File: src/rtl/stopwatch_ctrl_if.sv
// Button inputs and run-control outputs shared between the stopwatch controller
// and its environment.
interface stopwatch_ctrl_if;
    logic       btn_start_stop;
    logic       btn_lap_reset;
    logic       run;
    logic       tick;
    logic       clear;
    logic       lap_hold;
    logic [1:0] state;

    modport master (
        output btn_start_stop,
        output btn_lap_reset,
        input  run,
        input  tick,
        input  clear,
        input  lap_hold,
        input  state
    );

    modport slave (
        input  btn_start_stop,
        input  btn_lap_reset,
        output run,
        output tick,
        output clear,
        output lap_hold,
        output state
    );
endinterface

File: src/rtl/stopwatch_ctrl.sv
// Stopwatch front end: button sync/debounce, run-control FSM and the
// count-enable prescaler feeding the BCD counter chain.
module stopwatch_ctrl #(
    parameter int unsigned TICK_DIV  = 50_000_000,
    parameter int unsigned DB_CYCLES = 1_000_000
) (
    input  logic             clk,
    input  logic             reset,
    stopwatch_ctrl_if.slave  bus
);

    localparam int unsigned DCW = $clog2(DB_CYCLES);
    localparam int unsigned PCW = $clog2(TICK_DIV);
    localparam logic [DCW-1:0] DB_MAX = DCW'(DB_CYCLES - 1);
    localparam logic [PCW-1:0] PC_MAX = PCW'(TICK_DIV - 1);

    typedef enum logic [1:0] {
        IDLE   = 2'b00,
        RUN    = 2'b01,
        LAP    = 2'b10,
        PAUSED = 2'b11
    } state_t;

    // Index 0 is start/stop, index 1 is lap/reset.
    logic [1:0]     btn_raw;
    logic [1:0]     s1;
    logic [1:0]     s2;
    logic [1:0]     db;
    logic [DCW-1:0] dc [2];
    logic [1:0]     press;

    state_t         state_q;
    state_t         state_d;
    logic [PCW-1:0] pc_q;
    logic [PCW-1:0] pc_d;
    logic           clear_d;
    logic           tick_d;
    logic           run_d;
    logic           hold_d;

    assign btn_raw = {bus.btn_lap_reset, bus.btn_start_stop};

    // Synchronizers and debounce counters for both buttons.
    always_ff @(posedge clk) begin
        if (!reset) begin
            s1    <= '0;
            s2    <= '0;
            db    <= '0;
            dc[0] <= '0;
            dc[1] <= '0;
        end else begin
            s1 <= btn_raw;
            s2 <= s1;
            for (int i = 0; i < 2; i++) begin
                if (s2[i] == db[i]) begin
                    dc[i] <= '0;
                end else if (dc[i] == DB_MAX) begin
                    db[i] <= ~db[i];
                    dc[i] <= '0;
                end else begin
                    dc[i] <= dc[i] + DCW'(1);
                end
            end
        end
    end

    // A press is the debounced level about to rise; releases are ignored.
    always_comb begin
        press = '0;
        for (int i = 0; i < 2; i++) begin
            press[i] = s2[i] & ~db[i] & (dc[i] == DB_MAX);
        end
    end

    // Next-state, clear and prescaler decisions; start/stop beats lap/reset.
    always_comb begin
        state_d = state_q;
        clear_d = 1'b0;
        pc_d    = pc_q;
        tick_d  = 1'b0;

        case (state_q)
            IDLE: begin
                if (press[0]) begin
                    state_d = RUN;
                end else if (press[1]) begin
                    state_d = IDLE;
                    clear_d = 1'b1;
                end
            end
            RUN: begin
                if (press[0]) begin
                    state_d = PAUSED;
                end else if (press[1]) begin
                    state_d = LAP;
                end
            end
            LAP: begin
                if (press[0]) begin
                    state_d = PAUSED;
                end else if (press[1]) begin
                    state_d = RUN;
                end
            end
            PAUSED: begin
                if (press[0]) begin
                    state_d = RUN;
                end else if (press[1]) begin
                    state_d = IDLE;
                    clear_d = 1'b1;
                end
            end
            default: state_d = IDLE;
        endcase

        // Prescaler advances on the current run status; PAUSED keeps the partial second.
        if (clear_d || (state_q == IDLE)) begin
            pc_d = '0;
        end else if ((state_q == RUN) || (state_q == LAP)) begin
            if (pc_q == PC_MAX) begin
                pc_d   = '0;
                tick_d = 1'b1;
            end else begin
                pc_d = pc_q + PCW'(1);
            end
        end

        run_d  = (state_d == RUN) || (state_d == LAP);
        hold_d = (state_d == LAP);
    end

    always_ff @(posedge clk) begin
        if (!reset) begin
            state_q      <= IDLE;
            pc_q         <= '0;
            bus.run      <= 1'b0;
            bus.tick     <= 1'b0;
            bus.clear    <= 1'b0;
            bus.lap_hold <= 1'b0;
            bus.state    <= 2'b00;
        end else begin
            state_q      <= state_d;
            pc_q         <= pc_d;
            bus.run      <= run_d;
            bus.tick     <= tick_d;
            bus.clear    <= clear_d;
            bus.lap_hold <= hold_d;
            bus.state    <= 2'(state_d);
        end
    end

endmodule
File: src/flat_wrapper.sv
// flat-port wrapper written by rule: the top's interface ports become plain ports
module stopwatch_ctrl_flat 
#(
    parameter int unsigned TICK_DIV  = 50_000_000,
    parameter int unsigned DB_CYCLES = 1_000_000
)
  (clk, reset, bus_btn_start_stop, bus_btn_lap_reset, bus_run, bus_tick, bus_clear, bus_lap_hold, bus_state);
  stopwatch_ctrl_if bus_i ();
  input  logic clk;
  input  logic reset;
  input wire logic [$bits(bus_i.btn_start_stop)-1:0] bus_btn_start_stop;
  input wire logic [$bits(bus_i.btn_lap_reset)-1:0] bus_btn_lap_reset;
  output wire logic [$bits(bus_i.run)-1:0] bus_run;
  output wire logic [$bits(bus_i.tick)-1:0] bus_tick;
  output wire logic [$bits(bus_i.clear)-1:0] bus_clear;
  output wire logic [$bits(bus_i.lap_hold)-1:0] bus_lap_hold;
  output wire logic [$bits(bus_i.state)-1:0] bus_state;
  assign bus_i.btn_start_stop = bus_btn_start_stop;
  assign bus_i.btn_lap_reset = bus_btn_lap_reset;
  assign bus_run = bus_i.run;
  assign bus_tick = bus_i.tick;
  assign bus_clear = bus_i.clear;
  assign bus_lap_hold = bus_i.lap_hold;
  assign bus_state = bus_i.state;
  stopwatch_ctrl #(.TICK_DIV(TICK_DIV), .DB_CYCLES(DB_CYCLES)) u_core (.clk(clk), .reset(reset), .bus(bus_i));
endmodule
File: config.mk
export PLATFORM = sky130hd
export DESIGN_NAME = stopwatch_ctrl_flat
export DESIGN_NICKNAME = d
export VERILOG_FILES = /design/src/rtl/stopwatch_ctrl_if.sv /design/src/rtl/stopwatch_ctrl.sv /design/src/flat_wrapper.sv
export SDC_FILE = /design/constraint.sdc
export NUM_CORES = 1
export LEC_CHECK = 0
export BUFFER_PORTS_ARGS = -buffer_cell sky130_fd_sc_hd__buf_2
export CAP_MARGIN = 20
export CORE_ASPECT_RATIO = 0.6
export CORE_UTILIZATION = 60
export DETAILED_ROUTE_END_ITERATION = 7
export GPL_TIMING_DRIVEN = 0
export PLACE_DENSITY = 0.8
export SLEW_MARGIN = 15
export SYNTH_ARGS = -nofsm -noshare
export SYNTH_HDL_FRONTEND = slang
export SYNTH_SLANG_ARGS = --single-unit
File: constraint.sdc
create_clock -name clk -period 3.1 [get_ports clk]
set_input_delay 0.62 -clock clk [delete_from_list [all_inputs] [get_ports clk]]
set_output_delay 0.62 -clock clk [all_outputs]
set_load 0.01 [all_outputs]
# After elaboration in Yosys (flattened, before gate mapping)
# Memory sizes are Yosys's and may differ from the RTL's.
# Index checks and enable logic that the tools add are counted.
word_totals:
  register_bits: 38
  ramBits: 40
  n_memories: 1
  elab_cells: 90
memory_table:
  columns: ["memory", "depth", "width", "read_ports", "rd_ports_with_merged_regs", "wr", "line_no", "rtl"]
  rows:
  - ["u_core.dc", 2, 20, 2, 0, 2, "stopwatch_ctrl.sv:29", "logic [DCW-1:0] dc [2];"]
op_classes:
  mux: 41
  n_reduce_logical: 9
  n_eq_ne: 10
  n_bitwise: 16
  addsub: 3
ops:
  columns: ["cell", "count"]
  rows:
  - ["$mux W20", 6]
  - ["$add A20 B1 Y20 const B", 2]
  - ["$eq A20 B20 Y1 const B", 2]
  - ["$mux W1", 27]
  - ["$add A26 B1 Y26 const B", 1]
  - ["$eq A26 B26 Y1 const B", 1]
  - ["$mux W26", 1]
  - ["$mux W2", 6]
  - ["$eq A2 B2 Y1 const B", 3]
  - ["$not A1 Y1", 6]
  - ["$or A1 B1 Y1", 6]
  - ["$pmux W2 S3", 1]
  - ["$and A1 B1 Y1", 4]
  - ["$eq A2 B1 Y1 const B", 2]
  - ["$reduce_and A2 Y1", 2]
  - ["$reduce_or A2 Y1", 2]
  - ["$logic_or A1 B1 Y1", 3]
  - ["$reduce_or A3 Y1", 1]
  - ["$eq A1 B1 Y1", 2]
  - ["$logic_not A2 Y1", 1]

# Logic depth before layout (Yosys ltp)
# Gate-level depths: netlist of run 1.
logic_depth:
  ltp_word: 8
  depth_mapped: 8
  mapped_depth_nobuf: 8

# Least setup slack after synthesis of run 1
# OpenSTA, ideal clock, no wires.
synth_path:
  path_kind: "reg2reg"
  start: "memory u_core.dc[0][0] in the netlist's numbering"
  end: "register u_core.bus.run"
  t_arrival_ns: 2.240
  path_stages_with_launch: 9
  n_path_buf: 0
  setup_ns: 0.065
  synth_period_minus_slack_ns: 2.305
  slack_ns: 0.795
  path_cell_list: "edfxtp_1 > ha_1 > nand2_1 > or4_4 > o311ai_4 > o32a_2 > and2_1 > ha_1 > nor2b_1"
synth_lines:
  columns: ["item", "line_no", "rtl"]
  rows:
  - ["start, declared", "stopwatch_ctrl.sv:29", null]
  - ["end signal, assigned", "stopwatch_ctrl.sv:144", "bus.run <= run_d;"]
  - ["end, declared", "stopwatch_ctrl_if.sv:25", "output run,"]

==> results by group, run 1 <==
CTS
  – CTS Hold Bufs: 0
  – CTS Root Cell: clkbuf_8
  – Postcts setup bufs: 0
  – Total CTS buffers: 9
  – Clock transition at the registers of the reported paths: 90 ps
  – Clock sinks: 78
  – Clk Latency, worst-skew pair: between 300 and 400 ps
  – Post-CTS Resized: 0
  – TritonCTS clock tree: built
  – H-tree depth: 3
  – Max Buffers Root-to-Sink: 2

Synthesis
  – Synth top area cells: edfxtp_1 (31%), dfxtp_1 (19%), xor2_1 (8.9%)
  – Sequential area share after synthesis: 0.500
  – Post-synth EDFFs: 40
  – Leading register cell type out of synthesis: edfxtp_1
  – Mapped Cells: 400
  – Async SR Flop Fraction: 0
  – Mapped Area: 3930 um^2
  – #FFs+latches synth: 78
  – Syn. warnings: 0
  – Share of the synthesized area in the top cell type: 0.306
  – Post-synth top cells: nor2_1 (76), edfxtp_1 (40), xor2_1 (40)
  – Synth unique cells: 41
  – Area leader, netlist: edfxtp_1
  – Avg Inst Size Synth: 9.81 um^2
  – Count leader, synth: nor2_1

Global routing
  – First-pass GRT wire length: 12900 um
  – Initial antenna violation count: 0
  – Largest net degree at the start of global routing: 14
  – Total GRT Usage: 0.246
  – Gr ovfl total: 0
  – Vias in the first global route: 2662

Cells and area
  – ANT cells: 0
  – FF/Latch Area: 1960 um^2
  – Layout cell share with drive strength beyond 1: 0.0753
  – Filler Cells Inserted: around 460
  – Layout area overhead: 13.0%
  – # nets final: 473
  – Area of the multi-input gates: a little over 2000 um^2

Placement
  – DP Wirelength: 5440 um
  – I/O Buffers: 9
  – Final GP Congestion: 0.837

Routing
  – Routed vias: 2980
  – DR pass1 iterations: 4
  – Post-DRT Antenna Nets: 0
  – Iteration-0 DRC Markers: 246
  – Wire per inst: approximately 14 um
  – Routed WL: 7620 um
  – Vias per cell: roughly 5.4
  – DRC errors left: 0

Pwr
  – PwrDens: 444 nW/um^2
  – VDD IR-drop max: 252 uV
  – LEAKAGE: 0.00153 uW
  – Seq pwr share: 0.575
  – Clock share of power: 0.396
  – Comb pwr share: 0.028
  – Power Internal: 1550 uW
  – Net Switching: 422 uW
  – Net Sw Frac: 0.214

Die
  – Standard-cell rows: 22
  – Initial cell density of the core: 0.631
  – Die width: 106 um
  – Core Box Area: 6220 um^2
  – Die H: 64.7 um
  – Die area: 6880 um^2
  – Ports: 10

Critical path
  – Critical path class: reg -> reg
  – Worst Path Arrival: roughly 2900 ps
  – FF-to-FF End: u_core.bus.run
  – CP Launch Type: flip-flop
  – Crit path launch: u_core.dc[0][0]
  – CP max-delay cell: or4_4
  – CP max stage delay: 590 ps
  – CP Capture Type: flip-flop
  – Cell Chain, Critical Path: ha_1, nand2_1, or4_4, o311ai_4, a21oi_1, a21o_1, ha_1, nor2b_1
  – Most used cell, CP: ha_1
  – Reg2Reg Setup Slack: 540 ps
  – Reg2reg path depth: 8
  – Req. time, crit path: 3400 ps
  – CP Max Fanout: 6
  – RR Startpoint: u_core.dc[0][0]

Hold path
  – Worst Hold Endpoint: u_core.s2[0]
  – Worst Hold Launch: u_core.s1[0]
  – Hold crit path type: reg -> reg
  – Hold path cells: 1

STA
  – Max frequency: 391 MHz
  – Slew Viols, Final: 0
  – Setup violations, final: 0
  – Worst-Margin Slew: 839 ps
  – Setup TNS: 0 ps
  – Worst slew margin: 0.436
  – Final Hold Viols: 0
  – Hold slack: roughly 460 ps
  – Period utilization: 0.824
  – RSZ-0062 raised after global routing: false
  – Worst Skew: 13.1 ps
  – Crit path time final: between 2000 and 3000 ps

Flow run
  – Max_cap viols: 0

Status
  – Outcome: completed
==> logic make-up (layout without fill, tap and decap cells) <==
group	after synthesis	after routing	synth area share
fa+ha+maj	9	9	0.0287
xor+xnor	60	60	0.134
simple gates	212	212	0.276
compound gates	19	19	0.0363
flops	78	78	0.500
other cells	1	40	0.000955
buf+inv	21	47	0.0239
==> critical path: cells and delay by family (launching register included) <==
kind | cells | cell delay [ps]
AND/OR/NAND/NOR | 3 | 840
flip-flops | 1 | 420
AO/OA/AOI/OAI | 3 | 730
adder cells (fa/ha/maj) | 2 | 520
==> stage by stage <==
| step | util | std cells | instance area (um^2) | total power, uW | setup slack [ps] |
|---|---|---|---|---|---|
| floorplan | - | 439 | 4070 | 1190 | 795 |
| global placement | 0.679 | 532 | 4220 | 1210 | 592 |
| detailed placement | 0.680 | 533 | 4230 | 1210 | 529 |
| CTS | 0.713 | 549 | 4430 | 1980 | 550 |
| global route | 0.713 | 549 | 4430 | 2040 | 409 |
| finish | 0.713 | 549 | 4430 | 1970 | 544 |
==> final cells by class <==
cell class | count | share of cell area
Sequential cell | 78 | 0.442
Timing Repair Buffer | 10 | 0.0113
Multi-Input combinational cell | 340 | 0.456
Clock buffer | 12 | 0.0353
Inverter | 11 | 0.00931
Buffer | 10 | 0.0119
Clock inverter | 4 | 0.0102
Tap cell | 84 | 0.0237
==> routing by layer <==
| layer | GRT usage | up-vias | wire [um] |
|---|---|---|---|
| met1 | 0.354 | 1402 | 3860 |
| met5 | 0 | - | 0 |
| met4 | 0.0856 | 0 | 97 |
| met3 | 0.0724 | 11 | 443 |
| li1 | - | 1481 | - |
| met2 | 0.351 | 86 | 3220 |
==> flip-flops by register name, summed over array words and instances (netlist names) <==
| register | flops |
|---|---|
| u_core.db | 2 |
| u_core.pc_q | 26 |
| u_core.bus.tick | 1 |
| u_core.bus.clear | 1 |
| u_core.bus.state | 2 |
| u_core.bus.lap_hold | 1 |
| u_core.s2 | 2 |
| u_core.dc | 40 |
| u_core.bus.run | 1 |
| u_core.s1 | 2 |
==> cells in the final DEF (no fill, tap or decap), drive strengths merged, types with 3 or more instances in the layout <==
| cell type | netlist | final |
|---|---|---|
| nand2 | 26 | 26 |
| and3 | 7 | 7 |
| ha | 9 | 9 |
| clkbuf | 8 | 20 |
| or4 | 3 | 3 |
| and4 | 7 | 7 |
| o21ai | 7 | 7 |
| nand4 | 18 | 18 |
| or3 | 3 | 3 |
| conb | 1 | 40 |
| a21oi | 7 | 7 |
| and2 | 10 | 10 |
| xor2 | 40 | 40 |
| inv | 11 | 11 |
| dfxtp | 38 | 38 |
| xnor2 | 20 | 20 |
| nand3 | 26 | 26 |
| nor4b | 4 | 4 |
| nor4 | 5 | 5 |
| nor2 | 76 | 76 |
| clkinv | 0 | 3 |
| nor3 | 13 | 13 |
| buf | 2 | 12 |
| edfxtp | 40 | 40 |
==> power groups by stage <==
stage	combinational [uW]	clock (uW)	sequential [uW]
CTS	53.8	792	1130
detailed placement	52.9	0	1160
global route	64.1	835	1140
finish	55.9	780	1130
global placement	51.5	0	1150
floorplan	42.8	0	1150
==> how the worst max path moves through the flow <==
stage / cells after the start / end / slack [ps]
2_1_floorplan: 8 / u_core.bus.run / 790
3_3_place_gp: 8 / u_core.bus.run / 590
3_5_place_dp: 8 / u_core.bus.run / 530
4_1_cts: 8 / u_core.bus.run / 550
5_1_grt: 8 / u_core.bus.run / 410
6_report: 8 / u_core.bus.run / 540
Note: power is estimated with default switching activity, not from simulation.
==> run 2: changes to the inputs <==
==> constraint.sdc (replaced) <==
create_clock -name clk -period 2.55 [get_ports clk]
set_input_delay 0.51 -clock clk [delete_from_list [all_inputs] [get_ports clk]]
set_output_delay 0.51 -clock clk [all_outputs]
set_load 0.01 [all_outputs]
==> run 2 against run 1 <==
Net effect:
- worst setup slack got worse by 450 ps
- critical path depth did not move
- flip-flop and latch count did not move
- cell area rose by 0.40%
- sequential power rose by 22%
- critical path type unchanged
- critical endpoint unchanged
==> results by group, run 2 (synthesis gave the netlist of run 1 again) <==
STA
  – Slew Viols, Final: 0 (unchanged)
  – Hold slack: 361 ps (was 463 ps)
  – Max frequency: 407 MHz (was 391 MHz)
  – Setup ws final: 94.4 ps (was 544 ps)
  – Worst-Margin Slew: 836 ps (was 839 ps)
  – Worst slew margin: 0.438 (was 0.436)
  – Setup violations, final: 0 (unchanged)
  – Worst Skew: 15.4 ps (was 13.1 ps)
  – Crit path time final: 2460 ps (was 2560 ps)
  – Final Hold Viols: 0 (unchanged)
  – Period utilization: 0.963 (was 0.824)

Placement
  – DP Wirelength: 5440 um (unchanged)
  – Final GP Congestion: 0.837 (unchanged)
  – I/O Buffers: 9 (unchanged)
  – Pre-CTS WS: -20.7 ps (was 529 ps)

Critical path
  – Critical path class: reg -> reg (unchanged)
  – Buf/Inv on CP: 0 (unchanged)
  – Reg2Reg Setup Slack: 90 ps (was 540 ps)
  – CP Launch Type: flip-flop (unchanged)
  – Largest delay share family, worst path: simple AND/OR/NAND/NOR gates (unchanged)
  – CP max stage delay: 600 ps (was 590 ps)
  – Req. time, crit path: 2860 ps (was 3400 ps)
  – CP Capture Type: flip-flop (unchanged)
  – CP max-delay cell: or4_4 (unchanged)
  – Worst Path Arrival: 2760 ps (was 2860 ps)
  – CP Max Fanout: 5 (was 6)
  – Cell Chain, Critical Path: ha_2, nand2_1, or4_4, o311ai_4, a21oi_1, a21o_1, ha_1, nor2b_1 (was ha_1, nand2_1, or4_4, o311ai_4, a21oi_1, a21o_1, ha_1, nor2b_1)

Routing
  – Post-DRT Antenna Nets: 0 (unchanged)
  – DRC errors left: 0 (unchanged)
  – Iteration-0 DRC Markers: 245 (was 246)
  – Wire per inst: 13.9 um (about the same)
  – Vias per cell: 5.44 (was 5.43)
  – DR pass1 iterations: 4 (unchanged)
  – Routed vias: 2990 (was 2980)
  – Routed WL: 7650 um (was 7620 um)

Cells and area
  – # nets final: 474 (was 473)
  – ANT cells: 0 (unchanged)
  – Max FFs per register: 40 (unchanged)
  – Filler Cells Inserted: 453 (was 457)
  – Area of the multi-input gates: 2030 um^2 (was 2020 um^2)
  – Commonest non-fill, non-tap cell in the layout: nor2_1 (unchanged)
  – Top Registers: u_core.dc (40), u_core.pc_q (26) (unchanged)
  – FF/Latch Area: 1960 um^2 (unchanged)
  – Layout cell share with drive strength beyond 1: 0.0858 (was 0.0753)
  – Reg with most FFs: u_core.dc (unchanged)
  – Layout area overhead: 13.4% (was 13.0%)
  – Most frequent cells in the layout: nor2_1 (76), xor2_1 (40), edfxtp_1 (40), conb_1 (40), dfxtp_1 (38) (unchanged)

Global routing
  – Initial antenna violation count: 0 (unchanged)
  – Total GRT Usage: 0.246 (unchanged)
  – Vias in the first global route: 2661 (was 2662)
  – First-pass GRT wire length: 12900 um (unchanged)
  – Largest net degree at the start of global routing: 14 (unchanged)
  – Gr ovfl total: 0 (unchanged)

CTS
  – TritonCTS clock tree: built (unchanged)
  – Clock sinks: 78 (unchanged)
  – Clk Latency, worst-skew pair: 360 ps (about the same)
  – H-tree depth: 3 (unchanged)
  – CTS Root Cell: clkbuf_8 (unchanged)
  – Total CTS buffers: 9 (unchanged)
  – Max Buffers Root-to-Sink: 2 (unchanged)
  – Clock transition at the registers of the reported paths: 90 ps (about the same)
  – CTS Hold Bufs: 0 (unchanged)

Flow run
  – Max_cap viols: 0 (unchanged)

Status
  – Outcome: completed (unchanged)

Pwr
  – LEAKAGE: 0.00153 uW (about the same)
  – Pwr Total: 2390 uW (was 1970 uW)
  – VDD IR-drop max: 306 uV (was 252 uV)
  – PwrDens: 538 nW/um^2 (was 444 nW/um^2)

Die
  – Die H: 64.7 um (unchanged)
  – Die width: 106 um (unchanged)
  – Core Box Area: 6220 um^2 (unchanged)
  – Ports: 10 (unchanged)
  – Initial cell density of the core: 0.631 (unchanged)
  – Die area: 6880 um^2 (unchanged)
  – Standard-cell rows: 22 (unchanged)

Hold path
  – Hold crit path type: in -> reg (was reg -> reg)
run 2: cell count changes in the layout (fill, tap and decap cells not counted), sizes merged:
cell / change
buf: +1
run 2: final cells by class:
| cell class | instances | share of cell area |
|---|---|---|
| buffer | 10 | 0.0124 |
| clock inverter | 4 | 0.0101 |
| multi-input combinational | 340 | 0.456 |
| tap | 84 | 0.0236 |
| sequential | 78 | 0.441 |
| inverter | 11 | 0.00927 |
| timing repair buffer | 11 | 0.0129 |
| clock buffer | 12 | 0.0351 |
run 2: repair_timing:
action,CTS,global route
resized for setup,0,6
setup buffers,0,1
endpoints found under the hold margin,0,0
setup endpoints to repair,1,22
pin swaps,1,1
cloned,0,0
run 2: worst paths after layout:
kind | end | startpoint | cells past startpoint
worst max-delay path | u_core.bus.run | u_core.dc[0][0] | 8
worst min register to register | u_core.s2[0] | u_core.s1[0] | 1
worst max register to register | u_core.bus.run | u_core.dc[0][0] | 8
worst min-delay path | u_core.s1[1] | bus_btn_lap_reset | 2
run 2: report_power, final:
group / total, uW / internal [uW] / switching (uW)
combinational: 68.6 / 27.2 / 41.4
clock: 948 / 508 / 441
sequential: 1380 / 1350 / 30.7
total: 2390 / 1880 / 513
run 2: worst reg2reg max path, cell delays in order, from the launching register on:
cell	delay, ps
edfxtp_1	420
ha_2	230
nand2_1	130
or4_4	600
o311ai_4	350
a21oi_1	110
a21o_1	170
ha_1	290
nor2b_1	110
run 2: metal layers:
metal | routed length, um | GRT usage
met1 | 3830 | 0.354
met2 | 3250 | 0.351
met3 | 492 | 0.0724
met4 | 74 | 0.0856
met5 | 0 | 0
run 2: through the flow:
step,std cells,cell area [um^2],util,setup TNS [ps]
final,550,4450,0.716,0
after CTS,549,4430,0.713,0
after global routing,550,4450,0.716,-24.8
after floorplan,439,4070,-,0
after detailed placement,533,4230,0.680,-20.7
after global placement,532,4220,0.679,0
==> run 3: changes to the inputs <==
--- a/config.mk
+++ b/config.mk
@@ -12,6 +12,7 @@
 export DETAILED_ROUTE_END_ITERATION = 7
 export GPL_TIMING_DRIVEN = 0
 export PLACE_DENSITY = 0.8
+export RECOVER_POWER = 50
 export SLEW_MARGIN = 15
 export SYNTH_ARGS = -nofsm -noshare
 export SYNTH_HDL_FRONTEND = slang
==> run 3 against run 2 <==
Net effect:
- flip-flop and latch count unchanged
- via count grew 0.30%
- non-clock buffer count unchanged
- combinational power barely moved
- total power is essentially flat
- maximum frequency is 0.11% higher
- largest cell class unchanged
==> results by group, run 3 (synthesis gave the netlist of run 1 again) <==
Routing
  – Routed WL: 7680 um (was 7650 um)
  – Metal3 WL: 465 um (was 492 um)
  – Top sig layer: met4 (unchanged)
  – Iteration-0 DRC Markers: 269 (was 245)
  – Routed vias: 2999 (was 2990)
  – Post-DRT Antenna Nets: 0 (unchanged)
  – DR pass1 iterations: 5 (was 4)
  – Met1 WL: 3870 um (was 3830 um)
  – DRC errors left: 0 (unchanged)
  – Met2 wire len: 3250 um (about the same)
  – Vias per cell: 5.45 (was 5.44)
  – Wire per inst: 14.0 um (was 13.9 um)

Global routing
  – Total GRT Usage: 0.246 (unchanged)
  – Gr ovfl total: 0 (unchanged)
  – Initial antenna violation count: 0 (unchanged)
  – First-pass GRT wire length: 12900 um (unchanged)
  – Largest net degree at the start of global routing: 14 (unchanged)
  – Vias in the first global route: 2661 (unchanged)

Placement
  – DP Wirelength: 5440 um (unchanged)
  – I/O Buffers: 9 (unchanged)
  – Final GP Congestion: 0.837 (unchanged)
  – Post-DP Area: 4230 um^2 (unchanged)

Critical path
  – CP max-delay cell: or4_4 (unchanged)
  – Cell Chain, Critical Path: ha_2, nand2_1, or4_4, o311ai_4, a21oi_1, a21o_1, ha_1, nor2b_1 (unchanged)
  – CP Max Fanout: 5 (unchanged)
  – Reg2reg path depth: 8 (unchanged)
  – CP Launch Type: flip-flop (unchanged)
  – Crit path launch: u_core.dc[0][0] (unchanged)
  – FF-to-FF End: u_core.bus.run (unchanged)
  – Critical path destination: u_core.bus.run (unchanged)
  – RR Startpoint: u_core.dc[0][0] (unchanged)
  – Req. time, crit path: 2860 ps (about the same)
  – Critical path class: reg -> reg (unchanged)
  – Worst Path Arrival: 2760 ps (about the same)
  – CP Capture Type: flip-flop (unchanged)
  – Reg2Reg Setup Slack: 100 ps (was 90 ps)
  – CP max stage delay: 600 ps (about the same)

STA
  – Final Hold Viols: 0 (unchanged)
  – Period utilization: 0.962 (was 0.963)
  – Hold slack: 368 ps (was 361 ps)
  – Max frequency: 408 MHz (was 407 MHz)
  – Crit path time final: 2450 ps (was 2460 ps)
  – Worst Skew: 14.7 ps (was 15.4 ps)
  – Worst slew margin: 0.432 (was 0.438)
  – Setup TNS: 0 ps (unchanged)
  – Worst-Margin Slew: 845 ps (was 836 ps)
  – Slew Viols, Final: 0 (unchanged)
  – Setup violations, final: 0 (unchanged)

CTS
  – CTS Hold Bufs: 0 (unchanged)
  – Clock sinks: 78 (unchanged)
  – Clock transition at the registers of the reported paths: 90 ps (about the same)
  – H-tree depth: 3 (unchanged)
  – Total CTS buffers: 9 (unchanged)
  – TritonCTS clock tree: built (unchanged)
  – CTS Root Cell: clkbuf_8 (unchanged)
  – Max Buffers Root-to-Sink: 2 (unchanged)
  – Clk Latency, worst-skew pair: 370 ps (was 360 ps)

Cells and area
  – # nets final: 474 (unchanged)
  – Max FFs per register: 40 (unchanged)
  – Final core occ: 0.714 (was 0.716)
  – Final instance area: 4440 um^2 (was 4450 um^2)
  – ANT cells: 0 (unchanged)
  – Top Registers: u_core.dc (40), u_core.pc_q (26) (unchanged)
  – Layout area overhead: 13.2% (was 13.4%)
  – Most frequent cells in the layout: nor2_1 (76), xor2_1 (40), edfxtp_1 (40), conb_1 (40), dfxtp_1 (38) (unchanged)
  – Reg with most FFs: u_core.dc (unchanged)
  – Commonest non-fill, non-tap cell in the layout: nor2_1 (unchanged)
  – Filler Cells Inserted: 459 (was 453)
  – Layout cell share with drive strength beyond 1: 0.0708 (was 0.0858)

Status
  – Outcome: completed (unchanged)

Die
  – Die area: 6880 um^2 (unchanged)
  – Initial cell density of the core: 0.631 (unchanged)
  – Standard-cell rows: 22 (unchanged)
  – Die H: 64.7 um (unchanged)
  – Ports: 10 (unchanged)
  – Die width: 106 um (unchanged)
  – Core Box Area: 6220 um^2 (unchanged)

Hold path
  – Worst Hold Launch: bus_btn_lap_reset (unchanged)
  – Hold crit path type: in -> reg (unchanged)

Pwr
  – PwrDens: 539 nW/um^2 (was 538 nW/um^2)
  – LEAKAGE: 0.00150 uW (was 0.00153 uW)
  – VDD IR-drop max: 306 uV (about the same)

Flow run
  – Max_cap viols: 0 (unchanged)
run 3: changes by cell type in the layout (fill, tap and decap cells not counted), sizes merged:
cell	previous run	this run
buf	13	6
clkbuf	20	27
run 3: critical path, delay by kind of cell (launching register included):
kind	cells	cell delay, ps
DFF	1	420
and+or+nand+nor	3	840
adders and majority gates	2	510
AOI/OAI and AO/OA	3	630
run 3: stage by stage:
stage | worst slack (ps) | power (uW) | std cells
2_1_floorplan | 245 | 1450 | 439
3_3_place_gp | 41.9 | 1470 | 532
3_5_place_dp | -20.7 | 1470 | 533
4_1_cts | 42.4 | 2400 | 549
5_1_grt | -24.8 | 2470 | 550
6_report | 97.1 | 2400 | 550
run 3: layout make-up:
| cell class | count | area [um^2] | area share |
|---|---|---|---|
| Multi-Input combinational cell | 340 | 2030 | 0.457 |
| Sequential cell | 78 | 1960 | 0.442 |
| Clock buffer | 12 | 156 | 0.0352 |
| Tap cell | 84 | 105 | 0.0237 |
| Buffer | 10 | 55.1 | 0.0124 |
| Timing Repair Buffer | 11 | 48.8 | 0.0110 |
| Clock inverter | 4 | 45.0 | 0.0101 |
| Inverter | 11 | 41.3 | 0.00929 |
run 3: worst min-delay path by stage:
| stage | slack, ps | depth (start not counted) | to |
|---|---|---|---|
| floorplan | 410 | 1 | u_core.s2[0] |
| global placement | 420 | 1 | u_core.s2[0] |
| detailed placement | 440 | 1 | u_core.s2[0] |
| CTS | 360 | 2 | u_core.s1[1] |
| global route | 360 | 2 | u_core.s1[1] |
| finish | 370 | 2 | u_core.s1[1] |
run 3: per-layer routing:
metal,global-route usage,vias up
met5,0,-
met3,0.0724,12
li1,-,1488
met4,0.0856,0
met2,0.351,100
met1,0.354,1399
run 3: power breakdown:
group | switching, uW | internal [uW]
logic | 41.7 | 26.7
registers | 30.8 | 1350
clock network | 443 | 508
total | 516 | 1880
run 3: repair_timing:
action	CTS	global route
setup buffers	0	1
endpoints found under the setup margin	1	22
gates cloned	0	0
resized for setup	0	6
pin swaps	1	1
